==> config.mk <==
export PLATFORM = sky130hd
export DESIGN_NAME = pipe_id_regfwd
export DESIGN_NICKNAME = d
export VERILOG_FILES = /design/src/rtl/pipe_id_regfwd.sv
export SDC_FILE = /design/constraint.sdc
export NUM_CORES = 2
export LEC_CHECK = 0
export CORE_UTILIZATION = 40
export CTS_CLUSTER_DIAMETER = 40
export CTS_CLUSTER_SIZE = 28
export DETAILED_ROUTE_END_ITERATION = 10
export PLACE_DENSITY_LB_ADDON = 0.1
export SYNTH_ARGS = -nofsm -noshare
export SYNTH_HDL_FRONTEND = slang
export SYNTH_SLANG_ARGS = --single-unit
==> constraint.sdc <==
create_clock -name clock -period 3.2 [get_ports clock]
set_input_delay 0.8 -clock clock [delete_from_list [all_inputs] [get_ports clock]]
set_output_delay 0.8 -clock clock [all_outputs]
set_load 0.1 [all_outputs]
==> src/rtl/pipe_id_regfwd.sv <==
// Decode-stage register file with EXE/MEM operand forwarding, load-use interlock
// and a saturating stall counter. Forwarding is enabled by defining PIPE_FWD_EN.
module pipe_id_regfwd (
   input  logic        clock,
   input  logic        resetn,
   input  logic [4:0]  rs,
   input  logic [4:0]  rt,
   input  logic        use_rs,
   input  logic        use_rt,
   input  logic [4:0]  ern,
   input  logic        ewreg,
   input  logic        em2reg,
   input  logic [31:0] ealu,
   input  logic [4:0]  mrn,
   input  logic        mwreg,
   input  logic        mm2reg,
   input  logic [31:0] malu,
   input  logic [31:0] mmo,
   input  logic [4:0]  wrn,
   input  logic        wwreg,
   input  logic [31:0] wdi,
   output logic [31:0] da,
   output logic [31:0] db,
   output logic [1:0]  fwda,
   output logic [1:0]  fwdb,
   output logic        wpcir,
   output logic [31:0] stall_cnt
);

   logic [31:0] regs [0:31];
   logic [31:0] rf_a, rf_b;
   logic        e_hit_a, e_hit_b, m_hit_a, m_hit_b;
   logic        hazard;

   always_ff @(posedge clock or negedge resetn) begin
      if (!resetn) begin
         for (int i = 0; i < 32; i++) regs[i] <= '0;
      end else if (wwreg && (wrn != 5'd0)) begin
         regs[wrn] <= wdi;
      end
   end

   // Regfile read path: r0 is hardwired, a same-cycle WB write bypasses the array.
   always_comb begin
      rf_a = regs[rs];
      if (rs == 5'd0) rf_a = '0;
      else if (wwreg && (wrn == rs)) rf_a = wdi;
      rf_b = regs[rt];
      if (rt == 5'd0) rf_b = '0;
      else if (wwreg && (wrn == rt)) rf_b = wdi;
   end

   assign e_hit_a = ewreg && (ern != 5'd0) && (ern == rs);
   assign e_hit_b = ewreg && (ern != 5'd0) && (ern == rt);
   assign m_hit_a = mwreg && (mrn != 5'd0) && (mrn == rs);
   assign m_hit_b = mwreg && (mrn != 5'd0) && (mrn == rt);

`ifdef PIPE_FWD_EN
   // EXE outranks MEM, MEM outranks the regfile/write-through path.
   always_comb begin
      da   = rf_a;
      fwda = 2'd0;
      if (e_hit_a) begin
         da   = ealu;
         fwda = 2'd1;
      end else if (m_hit_a) begin
         da   = mm2reg ? mmo : malu;
         fwda = mm2reg ? 2'd3 : 2'd2;
      end
      db   = rf_b;
      fwdb = 2'd0;
      if (e_hit_b) begin
         db   = ealu;
         fwdb = 2'd1;
      end else if (m_hit_b) begin
         db   = mm2reg ? mmo : malu;
         fwdb = mm2reg ? 2'd3 : 2'd2;
      end
   end

   // Only a load still in EXE cannot be forwarded yet.
   assign hazard = em2reg && ((use_rs && e_hit_a) || (use_rt && e_hit_b));
`else
   // Without bypass paths every in-flight producer of a used operand must drain.
   logic unused_fwd_inputs;
   assign unused_fwd_inputs = ^{ealu, malu, mmo, em2reg, mm2reg};

   always_comb begin
      da   = rf_a;
      db   = rf_b;
      fwda = 2'd0;
      fwdb = 2'd0;
   end

   assign hazard = (use_rs && (e_hit_a || m_hit_a)) ||
                   (use_rt && (e_hit_b || m_hit_b));
`endif

   assign wpcir = !hazard;

   always_ff @(posedge clock or negedge resetn) begin
      if (!resetn) begin
         stall_cnt <= '0;
      end else if (hazard && (stall_cnt != 32'hFFFF_FFFF)) begin
         stall_cnt <= stall_cnt + 32'd1;
      end
   end

endmodule

# == Word level (Yosys, flattened, before mapping) ==
# Index checks and enable logic that the tools add are counted.
# word_totals
reg_bits,1056
inputBits,162
output_inout_bits,101
word_cells,83
# classes
n_addsub,1
magnitude_cmp,4
eq_ne,7
n_mux,13
bitwise_logic,3
reduce_logical,22
# ops
op,n
bitwise mux 1024 bit,1
binary-select mux 32 bit (select 5 bit),2
2-to-1 mux 32 bit,9
demux 32 bit (select 5 bit),1
adder 32 x 1 -> 32 bit (second input constant),1
!= test 32 bit (second input constant),1
equality test 5 bit,6
greater-or-equal comparator 6 bit (second input constant),3
NOT 5 -> 6 bit,3
nonzero test 5 bit,3
logical AND 1 bit,13
logical NOT 5 bit,2
< comparator 6 x 1 -> 1 bit (second input constant),1
logical OR 1 bit,3
logical NOT 1 bit,1

# == Longest topological paths before layout ==
# depth
ltp_word,7
ltp_mapped,11
depth_no_buf,7

# == Worst setup path after synthesis ==
# No wires, ideal clock.
# synth_timing
path_kind,in2out
start,input port rs[2]
end,output port da[10]
t_arrival_ns,4.356
t_required_ns,2.400
path_slack_ns,-1.956
stages,8
n_path_buf,3
cell_sequence,buf_2 > clkinv_1 > clkbuf_1 > buf_2 > o21ai_0 > a211oi_1 > a21oi_1 > o21ai_0
# synth_via
elab_chain_cells,6
elab_cells_between_ends,9
classes_between,1 x eq/ne; 5 x mux; 1 x bitwise; 2 x reduce/logical
# synth_rtl
element,line_no,source
"start, declared",6,"input logic [4:0] rs,"
NOT 5 -> 6 bit (implied by the code),45,rf_a = regs[rs];
binary-select mux 32 bit (select 5 bit),45,
2-to-1 mux 32 bit (implied by the code) (2 in series),45,
2-to-1 mux 32 bit,47,else if (wwreg && (wrn == rs)) rf_a = wdi;
2-to-1 mux 32 bit *,46,if (rs == 5'd0) rf_a = '0;
"end, declared",22,"output logic [31:0] da,"
# Mark *: on every way between the ends. The rest lies on a longest branch, timed or not. The select of a mux whose other input is x is not followed.

# == Final worst setup path ==
# layout_timing
start,input port rt[0]
end,output port db[30]
# layout_via
elab_chain_cells,6
elab_cells_between_ends,9
classes_between,1 x eq/ne; 5 x mux; 1 x bitwise; 2 x reduce/logical
# layout_rtl
element,line_no,source
"start, declared",7,"input logic [4:0] rt,"
NOT 5 -> 6 bit (implied by the code),48,rf_b = regs[rt];
binary-select mux 32 bit (select 5 bit),48,
2-to-1 mux 32 bit (implied by the code) (2 in series),48,
2-to-1 mux 32 bit,50,else if (wwreg && (wrn == rt)) rf_b = wdi;
2-to-1 mux 32 bit *,49,if (rt == 5'd0) rf_b = '0;
"end, declared",23,"output logic [31:0] db,"
# Marks and branches as above.

==> results.py <==
metrics = {
    "power": {
        "p_per_area_nw_per_um2": 656.1,
        "leakagePower_nw": 33.56,
        "p_total_mw": 50.83,
        "ir_drop_v": 0.0005672,
    },
    "yosys": {
        "synthFlopType": "dfrtp_1",
        "synthCells": 3954,
        "synth_compound_area_frac": 0.04321,
        "ys_seq_area_frac": 0.4621,
        "synth_area_sq_um": 57190,
        "synth_edf_count": 0,
        "synth_top_family_by_area": "multiplexers",
        "async_flop_share": 1.000,
        "yosysUniqueCellTypes": 55,
        "synth_fa_ha_area_frac": 0.0002188,
        "yosysWarnings": 0,
        "synth_xor_area_frac": 0.009343,
        "synth-seq-cells": 1056,
        "synthMuxAreaShare": 0.4220,
        "synth.avg_cell_area_sq_um": 14.46,
        "synthSimpleGateAreaFrac": 0.02636,
    },
    "grt": {
        "grt_max_degree": 85,
        "grt_overflow": 0,
        "grt_pass1_vias": 41530,
        "antenna_found_initial": 5,
        "grt_usage": 0.2890,
        "grt_pass1_wl_um": 303100,
    },
    "timing": {
        "fmax_ghz": 0.2689,
        "post-route-period-util": 1.162,
        "worst_pin_slew_ns": 0.9073,
        "rsz0062_at_grt": "true",
        "fin_ws_ns": -0.5191,
        "slew_viol_final": 0,
        "finalSetupViolations": 65,
        "fin_tns_setup_ns": -22.77,
        "finClkSkew_ns": 0.01061,
        "slew_headroom": 0.3939,
        "finalHoldViolCount": 0,
        "finalWorstPathRequiredPeriod_ns": 3.719,
    },
    "setup_path": {
        "crit_slowest_cell": "o211ai_1",
        "critPathTopFamily": "compound AO/OA/AOI/OAI gates",
        "crit_path_cell_trace": "buf_16 -> buf_12 -> buf_12 -> buf_8 -> mux2i_2 -> a221oi_2 -> nor2_1 -> o211ai_1 -> nand2_1 -> a21oi_4 -> buf_12",
        "crit_top_cell": "buf_12",
        "critical_path.max_fanout": 7,
        "worst-path-buf-inv": 5,
        "path_class": "input port to output port",
        "arrival_ns": 2.92,
        "cp_slowest_stage_delay_ns": 0.41,
        "cp_data_required_time_ns": 2.40,
        "crit_path_end_kind": "output port",
        "r2r_end": "stall_cnt[1]",
        "r2r_setup_slack_ns": 0.59,
        "cp-start-kind": "input port",
        "reg2regPathDepth": 7,
        "timing.rr.start": "stall_cnt[8]",
    },
    "cells_and_area": {
        "multiInputGateArea_sq_um": 31070,
        "final_util": 0.5465,
        "area_growth_pct": 35.48,
        "seqCellArea_sq_um": 26430,
        "fillers": 11550,
        "drive_gt1_frac": 0.6289,
        "fin_nets": 4723,
    },
    "floorplanning": {
        "core_sq_um": 141800,
        "io_pins": 263,
        "die_h_um": 380.1,
        "die_w_um": 380.1,
        "num_rows": 138,
        "start_util": 0.4034,
        "dieArea_sq_um": 144500,
    },
    "detailed_routing": {
        "ant_nets": 0,
        "num_vias": 40000,
        "wire_per_inst_um": 31.36,
        "drc": 0,
        "dr.pass1.iters": 7,
        "drt_first_iter_violations": 2990,
        "wirelength_um": 207400,
        "via_per_inst": 6.050,
    },
    "outcome": {
        "violations": "negative setup slack",
        "status": "complete, but fails checks",
    },
    "clock_network": {
        "cts_tree": "yes",
        "h-tree-depth": 4,
        "insertion_delay_ns": 0.82,
        "clock_sinks": 1056,
        "cts.clk_slew.worst_paths_ns": 0.06,
        "clockRootBuffer": "clkbuf_16",
        "cts_buffer_depth": 3,
        "numCtsBuffers": 192,
    },
    "worst_hold_path": {
        "hold_class": "flip-flop to flip-flop",
        "hold_depth": 0,
        "hp-start": "regs[1005]",
        "hold_end": "regs[1005]",
    },
    "placement": {
        "dp_slack_ns": -0.9056,
        "gp_congestion": 0.8284,
        "port-buffer-count": 160,
        "dp_hpwl_um": 132200,
    },
    "run": {
        "drv_cap": 0,
    },
}
placed cells by master (no fill, tap or decap), types with 25 or more instances in the layout:
master,Yosys,final
dfrtp_1,1056,1056
mux2_2,992,992
mux4_2,476,476
buf_4,33,448
buf_12,0,255
clkbuf_16,0,196
mux2i_1,223,186
nand2_1,96,72
buf_6,17,51
xor2_1,48,48
clkdlybuf4s50_1,0,47
a221oi_2,0,39
a21oi_4,0,35
a22oi_2,0,32
inv_6,0,31
clkinvlp_4,0,31
o21ai_1,0,30
nor2_1,57,29
o21ai_0,109,29
buf_16,0,29
o21ai_4,1,27
nor2_4,0,26
bufinv_16,0,25
sequential cells by signal, indices dropped and copies added (netlist names):
register and count:
regs 1024, stall_cnt 32
where the power goes:
part / leakage (nW) / internal (mW) / switching [mW]
Clock: 3.23 / 13.5 / 7.88
Sequential: 13.6 / 15.9 / 1.86
Combinational: 16.8 / 6.37 / 5.37
cell type report:
type,count,area share
Multi-Input combinational cell,2439,0.4011
Antenna cell,1,0.00003230
Timing Repair Buffer,858,0.1389
Inverter,13,0.0007913
Clock buffer,216,0.06462
Tap cell,1890,0.03052
Sequential cell,1056,0.3411
Clock inverter,139,0.02301
worst register-to-register path, cell delays in order, from the launching register on:
cell     delay [ns]
dfrtp_1        0.45
and4_1         0.27
and3_2         0.23
nand4_2        0.14
or3_4          0.43
o21ai_4        0.43
buf_4          0.22
mux2_1         0.31
cells in the mapped netlist, drive strengths merged (9+ instances only):
cell	number	area (sq um)
nand2	96	360.4
clkbuf	245	919.6
xor2	48	420.4
nand4	10	68.81
nor3	20	100.1
a221oi	55	481.7
and3	17	107.6
a221o	21	210.2
nor2	57	214.0
xnor2	13	113.9
buf	204	1129
nand3	28	140.1
o21ai	110	561.8
mux2	993	11180
dfrtp	1056	26430
o22ai	11	75.07
mux4	476	10720
nor4	15	100.1
a21oi	83	415.4
mux2i	223	2232
a22oi	40	300.3
a31oi	9	56.30
a211oi	27	202.7
inv	11	41.29
nor2b	28	175.2
worst max-delay path by stage:
stage               startpoint     end  slack [ns]  cells after the start
global placement        wrn[4]  db[30]       -0.95                     10
global route             rt[0]  db[30]       -0.55                     11
detailed placement      wrn[4]  db[30]       -0.91                     10
floorplan                rt[0]  db[30]       -0.34                     11
CTS                      rt[0]  db[30]       -0.54                     11
finish                   rt[0]  db[30]       -0.52                     11
cells by family after synthesis:
family | after synthesis
flip-flops | 1056
XOR/XNOR | 61
AND/OR/NAND/NOR | 305
other | 1
adder cells (fa/ha/maj) | 1
buffers and inverters | 462
AO/OA/AOI/OAI | 376
multiplexers | 1692
repair_timing:
| item | in CTS | in global routing |
|---|---|---|
| cloned | 24 | 3 |
| setup buffers | 80 | 49 |
| endpoints found under the hold margin | 28 | 0 |
| pin swaps | 99 | 104 |
| resized for setup | 295 | 137 |
| setup endpoints to repair | 65 | 65 |
| hold buffers | 1 | 0 |
stage by stage:
stage | instance area [sq um] | hold slack (ns) | std cells
3_5_place_dp | 67300 | 0.3833 | 6131
3_3_place_gp | 67300 | 0.3764 | 6131
4_1_cts | 76850 | 0.3954 | 6587
6_report | 77470 | 0.3909 | 6612
5_1_grt | 77470 | 0.4085 | 6612
2_1_floorplan | 58570 | 0.4413 | 3957
routing by layer:
layer	wire length, um	GRT usage	up-vias	share of wire
met3	11810	0.04903	303	0.057
met5	25	0	-	0.00012
met1	94000	0.4195	21920	0.45
met2	96320	0.4462	1244	0.46
li1	-	-	16540	-
met4	5198	0.08042	4	0.025
(Power assumes the default switching activity.)
